**config.mk**
```make
export PLATFORM = sky130hd
export DESIGN_NAME = pipe_stage_elastic
export DESIGN_NICKNAME = d
export VERILOG_FILES = /design/src/rtl/pipe_pkg.sv /design/src/rtl/pipe_stage_elastic.sv
export SDC_FILE = /design/constraint.sdc
export NUM_CORES = 1
export LEC_CHECK = 0
export CAP_MARGIN = 0
export CORE_ASPECT_RATIO = 0.7
export CORE_UTILIZATION = 43
export CTS_BUF_LIST = sky130_fd_sc_hd__clkbuf_16
export DETAILED_ROUTE_END_ITERATION = 8
export PLACE_DENSITY = 0.67
export SYNTH_ARGS = -nofsm -noshare
export SYNTH_HDL_FRONTEND = slang
export SYNTH_SLANG_ARGS = --single-unit
```
**constraint.sdc**
```tcl
create_clock -name clk -period 21.7 [get_ports clk]
set_input_delay 5.425 -clock clk [delete_from_list [all_inputs] [get_ports clk]]
set_output_delay 5.425 -clock clk [all_outputs]
set_load 0.1 [all_outputs]
```
**src/rtl/pipe_pkg.sv**
```systemverilog
// Shared pipeline payload types. The default elastic-stage payload is the packed MEM->WB bundle.
package pipe_pkg;

  typedef struct packed {
    logic [63:0] alu_result;
    logic [63:0] mem_data;
    logic [4:0]  rd_idx;
    logic        reg_write;
    logic [1:0]  mem_to_reg;
    logic [63:0] pc_plus4;
  } mem_wb_payload_t;

  localparam int MEM_WB_W = $bits(mem_wb_payload_t);

  localparam logic [1:0] MTR_ALU = 2'd0;
  localparam logic [1:0] MTR_MEM = 2'd1;
  localparam logic [1:0] MTR_PC4 = 2'd2;

endpackage

```
**src/rtl/pipe_stage_elastic.sv**
```systemverilog
// Elastic pipeline register with valid/ready handshake, synchronous flush, optional
// 2-entry skid buffer (registered in_ready) and a saturating stall counter.
module pipe_stage_elastic
  import pipe_pkg::*;
#(
  parameter int PAYLOAD_W  = MEM_WB_W,
  parameter bit SKID_EN    = 1'b1,
  parameter bit RESET_DATA = 1'b1,
  parameter int CNT_W      = 16
) (
  input  logic                 clk,
  input  logic                 reset,
  input  logic                 in_valid,
  output logic                 in_ready,
  input  logic [PAYLOAD_W-1:0] in_data,
  output logic                 out_valid,
  input  logic                 out_ready,
  output logic [PAYLOAD_W-1:0] out_data,
  input  logic                 flush,
  output logic [1:0]           occupancy,
  output logic [CNT_W-1:0]     stall_cnt,
  input  logic                 stall_clr
);

  function automatic logic [CNT_W-1:0] sat_inc(input logic [CNT_W-1:0] v);
    return (&v) ? v : v + 1'b1;
  endfunction

  logic                 main_vld_p0;
  logic                 main_vld_nxt;
  logic [PAYLOAD_W-1:0] main_data_p0;
  logic [PAYLOAD_W-1:0] main_data_nxt;
  logic                 skid_vld_p0;
  logic                 in_fire;
  logic                 out_fire;

  assign in_fire   = in_valid && in_ready;
  assign out_fire  = main_vld_p0 && out_ready;
  assign out_valid = main_vld_p0;
  assign out_data  = main_data_p0;
  assign occupancy = {1'b0, main_vld_p0} + {1'b0, skid_vld_p0};

  if (SKID_EN) begin : g_skid
    logic                 skid_vld_nxt;
    logic [PAYLOAD_W-1:0] skid_data_p0;
    logic [PAYLOAD_W-1:0] skid_data_nxt;
    logic                 in_ready_p0;

    // The skid entry is always younger than main, so it only ever refills main.
    always_comb begin
      main_vld_nxt  = main_vld_p0;
      main_data_nxt = main_data_p0;
      skid_vld_nxt  = skid_vld_p0;
      skid_data_nxt = skid_data_p0;
      if (!main_vld_p0) begin
        if (in_fire) begin
          main_vld_nxt  = 1'b1;
          main_data_nxt = in_data;
        end
      end else if (!skid_vld_p0) begin
        if (in_fire && out_fire) begin
          main_data_nxt = in_data;
        end else if (out_fire) begin
          main_vld_nxt = 1'b0;
        end else if (in_fire) begin
          skid_vld_nxt  = 1'b1;
          skid_data_nxt = in_data;
        end
      end else if (out_fire) begin
        main_data_nxt = skid_data_p0;
        skid_vld_nxt  = 1'b0;
      end
      if (flush) begin
        main_vld_nxt = 1'b0;
        skid_vld_nxt = 1'b0;
      end
    end

    always_ff @(posedge clk or posedge reset) begin
      if (reset) begin
        skid_vld_p0 <= 1'b0;
        in_ready_p0 <= 1'b0;
      end else begin
        skid_vld_p0 <= skid_vld_nxt;
        in_ready_p0 <= !skid_vld_nxt;
      end
    end

    if (RESET_DATA) begin : g_skid_rst
      always_ff @(posedge clk or posedge reset) begin
        if (reset) skid_data_p0 <= '0;
        else       skid_data_p0 <= skid_data_nxt;
      end
    end else begin : g_skid_nrst
      always_ff @(posedge clk) skid_data_p0 <= skid_data_nxt;
    end

    assign in_ready = in_ready_p0;
  end else begin : g_noskid
    always_comb begin
      main_vld_nxt  = main_vld_p0;
      main_data_nxt = main_data_p0;
      if (in_fire) begin
        main_vld_nxt  = 1'b1;
        main_data_nxt = in_data;
      end else if (out_fire) begin
        main_vld_nxt = 1'b0;
      end
      if (flush) main_vld_nxt = 1'b0;
    end

    assign skid_vld_p0 = 1'b0;
    assign in_ready    = out_ready || !main_vld_p0;
  end

  // Stage p0: output register
  always_ff @(posedge clk or posedge reset) begin
    if (reset) main_vld_p0 <= 1'b0;
    else       main_vld_p0 <= main_vld_nxt;
  end

  if (RESET_DATA) begin : g_main_rst
    always_ff @(posedge clk or posedge reset) begin
      if (reset) main_data_p0 <= '0;
      else       main_data_p0 <= main_data_nxt;
    end
  end else begin : g_main_nrst
    always_ff @(posedge clk) main_data_p0 <= main_data_nxt;
  end

  always_ff @(posedge clk or posedge reset) begin
    if (reset)                          stall_cnt <= '0;
    else if (stall_clr)                 stall_cnt <= '0;
    else if (main_vld_p0 && !out_ready) stall_cnt <= sat_inc(stall_cnt);
  end

endmodule
```
==> Word-level counts from Yosys, hierarchy flattened <==
Index checks and enable logic that the tools add are counted.
{ "classes": {"shift": 0, "n_eq_ne": 3, "muxes": 19, "reduce_logical": 12, "bitwise_logic": 3, "addsub": 2, "n_mul": 0, "magnitude_cmp": 0, "n_div": 0} }
{ "op_table": {"columns": ["op", "n"], "rows": [
  ["200-bit two-way mux", 5],
  ["16-bit two-way mux", 3],
  ["16-bit by 1-bit adder with 16-bit output (second input constant)", 1],
  ["16-bit AND reduction", 1],
  ["1-bit two-way mux", 11],
  ["5-bit AND reduction", 1],
  ["1-bit logical AND", 4],
  ["2-bit nonzero test", 2],
  ["3-bit by 1-bit != test with 1-bit output (second input constant)", 1],
  ["3-bit by 2-bit != test with 1-bit output (second input constant)", 1],
  ["1-bit NOT", 3],
  ["3-bit AND reduction", 1],
  ["1-bit by 1-bit adder with 2-bit output", 1],
  ["1-bit logical NOT", 2],
  ["2-bit != test (second input constant)", 1],
  ["2-bit AND reduction", 1]
]} }
{ "word_totals": {"ram_bits": 0, "latch_bits": 0, "mem_count": 0, "register_bits": 419, "word_cells": 45, "output_inout_bits": 220, "romBits": 0, "in_bits": 206} }

==> Depth between registers and ports, before layout <==
{ "depth": {"word_depth": 8, "depth_mapped": 7, "ltp_nobuf": 5} }

==> Worst setup path after synthesis <==
Ideal clock, no wire load.
{ "synth_path": {"path_type": "reg2out", "startpoint": "reg main_vld_p0 (netlist: out_valid)", "endpoint": "out occupancy[0]", "setup_slack_ps": 14373, "n_path_buf": 0, "arrival_time_ps": 1902, "stages_incl_launch_ff": 3, "required_time_ps": 16275, "cell_sequence": "dfrtp_1 -> ha_1 -> inv_1"} }
{ "synth_between": {"elab_chain_len": 1} }
{ "synth_rtl": {"columns": ["item", "line_no", "rtl"], "rows": [
  ["start, declared", "pipe_stage_elastic.sv:29", "logic main_vld_p0;"],
  ["start signal, assigned", "pipe_stage_elastic.sv:119", "else main_vld_p0 <= main_vld_nxt;"],
  ["1-bit by 1-bit adder with 2-bit output", "pipe_stage_elastic.sv:41", "assign occupancy = {1'b0, main_vld_p0} + {1'b0, skid_vld_p0};"],
  ["end, declared", "pipe_stage_elastic.sv:20", "output logic [1:0] occupancy,"]
]} }
Every way passes these cells.

==> Worst setup path in the final report <==
Ends and elaborated chain as after synthesis.

==> qor.txt <==
Number of synthesized flops with an enable pin -> 0
Mean Syn Cell Area -> 15.3 µm²
Top delay family on crit path -> buffers and inverters
# rows -> 62
Maximum VDD drop -> 66.8 µV
Initial antenna violation count -> 11
Clock share of power -> 25.4%
Post-CTS setup buffer count -> 0
H-tree depth -> 2
Post-route ant nets -> 0
CP bufs+invs -> 2
DIE HEIGHT -> 174 µm
Final wirelength -> 43900 µm
Most common cell after layout, fill and taps aside -> mux2_2
Min Hold Slack -> 499 ps
Part of the cycle the worst path needs -> 37.0%
Largest net degree at the start of global routing -> 174
Crit-path cells -> ha_1 -> inv_1 -> clkdlybuf4s50_1
Achievable frequency -> 124 MHz
Max Cap Viol -> 0
Final setup violation count -> 0
Placer Congestion -> 0.821
Skew final -> 12.4 ps
Ys async rst share -> 100%
Slowest cell on crit path -> clkdlybuf4s50_1
Status -> completed
CTS Buf Count -> 43
Starting Density -> 44.1%
Synth Cell Area -> 18200 µm²
Nets -> 1813
Synth top area share -> 57.6%
Cells after Synth -> 1191
Grt total ovfl -> 0
Unrepaired setup endpoints after global routing -> no
Yosys reg bits -> 419
Min-Delay Path Depth -> 1
Most frequent cells in the layout -> mux2_2, clkdlybuf4s50_1, dfrtp_1, clkbuf_16
Longest Clk Path Bufs -> 3
FILL cells -> 3296
CP max stage delay -> 1110 ps
Core area -> 41300 µm²
Clk root buf -> clkbuf_16
Shortest period the worst path allows -> 8030 ps
Startpoint Class -> flip-flop
Vias/cell -> 5.15
GRT Total Usage -> 20.3%
Placed cell area -> 23000 µm²
Cell taking the most area after synthesis -> dfrtp_1
Final Instance Area -> 24300 µm²
Drt drc -> 0
Synth area leaders -> dfrtp_1, mux2_2, buf_2
Int Power -> 0.00173 W
Synth unique cells -> 35
1st-iter DRT viols -> 497
Worst-Skew Late Latency -> 540 ps
Relative slew slack -> 26.9%
Hpwl dp -> 28900 µm
Power Density -> 118 nW/µm²
Sequential share of power -> 37.1%
Final hold vios -> 0
Crit-path max FO -> 14
Setup WS pre-CTS -> 13200 ps
Top Ports -> 426
Routed wire per std cell -> 20.1 µm
Reg2reg path depth -> 5
Register area share after synthesis -> 57.6%
Clock sinks -> 419
CP Class -> reg -> out
Post-synth net total -> 1400
Crit. End Element -> primary output
Layout Utilization -> 58.8%
Final WS setup -> 13670 ps
Stages on the worst setup path -> 3
Main synth FF type -> dfrtp_1
Final count of pins violating max slew -> 0
Warnings from Yosys -> 0
PortBufs -> 425
Post-CTS sizing -> 0
First-pass GRT wire length -> 68700 µm
Die area -> 43200 µm²
Gate power share -> 37.6%
Vias in the first global route -> 12.0k
Hold buffer count at cts -> 0
CTS clk-pin slew, worst paths -> 60 ps
Hold WC Path Type -> reg -> reg
Switching power -> 0.00113 W
Switching share of power -> 39.5%
Vias -> 11.3k
P_leak -> 10.1 nW
Setup TNS Final -> 0 ps
Die X -> 248 µm
CP arrival -> 2610 ps
Area growth syn-to-layout -> 33.6%
CTS tree -> built
Drt first pass iters -> 4
Worst-margin pin slew -> 1090 ps
Layout cell share with drive strength beyond 1 -> 41.3%
Required @ worst endpoint -> 16270 ps
## state kept, by name (all words and copies together) (netlist names)
signal	flops
in_ready	1
stall_cnt	16
skid_vld_p0	1
out_valid	1
out_data	200
g_skid.skid_data_p0	200
## cell usage after synthesis, types with 3 or more instances
library cell and count:
clkbuf_1 7, or3_1 5, or4_1 3, a21oi_1 11, nand2_1 8, ha_1 3
nor4_1 3, o21ai_0 8, dfrtp_1 419, nor2_1 8, mux2_2 601, inv_1 7
nor3_1 4, buf_2 62, nand3_1 9, nand2b_1 3, nand4_1 7
## layer usage
metal / track usage (%) / up-vias / share of wire (%)
met5: 0 / - / 0.14
met4: 5.78 / 12 / 2.2
met3: 7.24 / 82 / 8.5
met2: 31.4 / 284 / 46
met1: 26.7 / 5734 / 43
li1: - / 5144 / -
## metrics by stage
step                      total power, W  cells
after floorplan                  0.00187   1191
after global placement           0.00213   2103
after detailed placement         0.00215   2103
after CTS                        0.00289   2181
after global routing             0.00298   2184
final                            0.00286   2185
## power groups by stage
stage | clock network (W) | logic [W] | registers [W]
after floorplan | 0 | 0.000257 | 0.00161
after global placement | 0 | 0.00107 | 0.00106
after detailed placement | 0 | 0.00108 | 0.00107
after CTS | 0.000746 | 0.00108 | 0.00106
after global routing | 0.000780 | 0.00111 | 0.00108
final | 0.000725 | 0.00107 | 0.00106
## cell families after synthesis
family                     count (synthesis)  share of synthesized area, %
AOI/OAI and AO/OA                         30                          1.01
DFF                                      419                          57.6
buffers and inverters                     76                          1.99
xor gates and xnor gates                   1                        0.0481
and+or+nand+nor                           59                          1.93
muxes                                    603                          37.3
adders and majority gates                  3                         0.206
## layout make-up
type / count / area [µm²] / share of cell area, %
clock buffer: 45 / 1130 / 4.63
inverter: 7 / 33.8 / 0.139
timing repair buffer: 437 / 4370 / 18.0
clock inverter: 33 / 240 / 0.987
sequential: 419 / 10500 / 43.1
tap: 544 / 681 / 2.80
multi-input combinational: 696 / 7380 / 30.4
antenna: 4 / 10.0 / 0.0411
## worst paths after layout
| check | startpoint | endpoint | slack, ps |
|---|---|---|---|
| max in group asynchronous | reset | g_skid.skid_data_p0[11]$_DFFE_PP0P_ | 14130 |
| hold reg to reg | g_skid.skid_data_p0[37]$_DFFE_PP0P_ | g_skid.skid_data_p0[37]$_DFFE_PP0P_ | 500 |
| setup / recovery | out_valid$_DFF_PP0_ | occupancy[0] | 13670 |
| hold / removal | g_skid.skid_data_p0[37]$_DFFE_PP0P_ | g_skid.skid_data_p0[37]$_DFFE_PP0P_ | 500 |
| min in group asynchronous | reset | out_data[158]$_DFFE_PP0P_ | 5430 |
| setup reg to reg | out_valid$_DFF_PP0_ | out_data[10]$_DFFE_PP0P_ | 18370 |
Note: power is estimated with default switching activity, not from simulation.
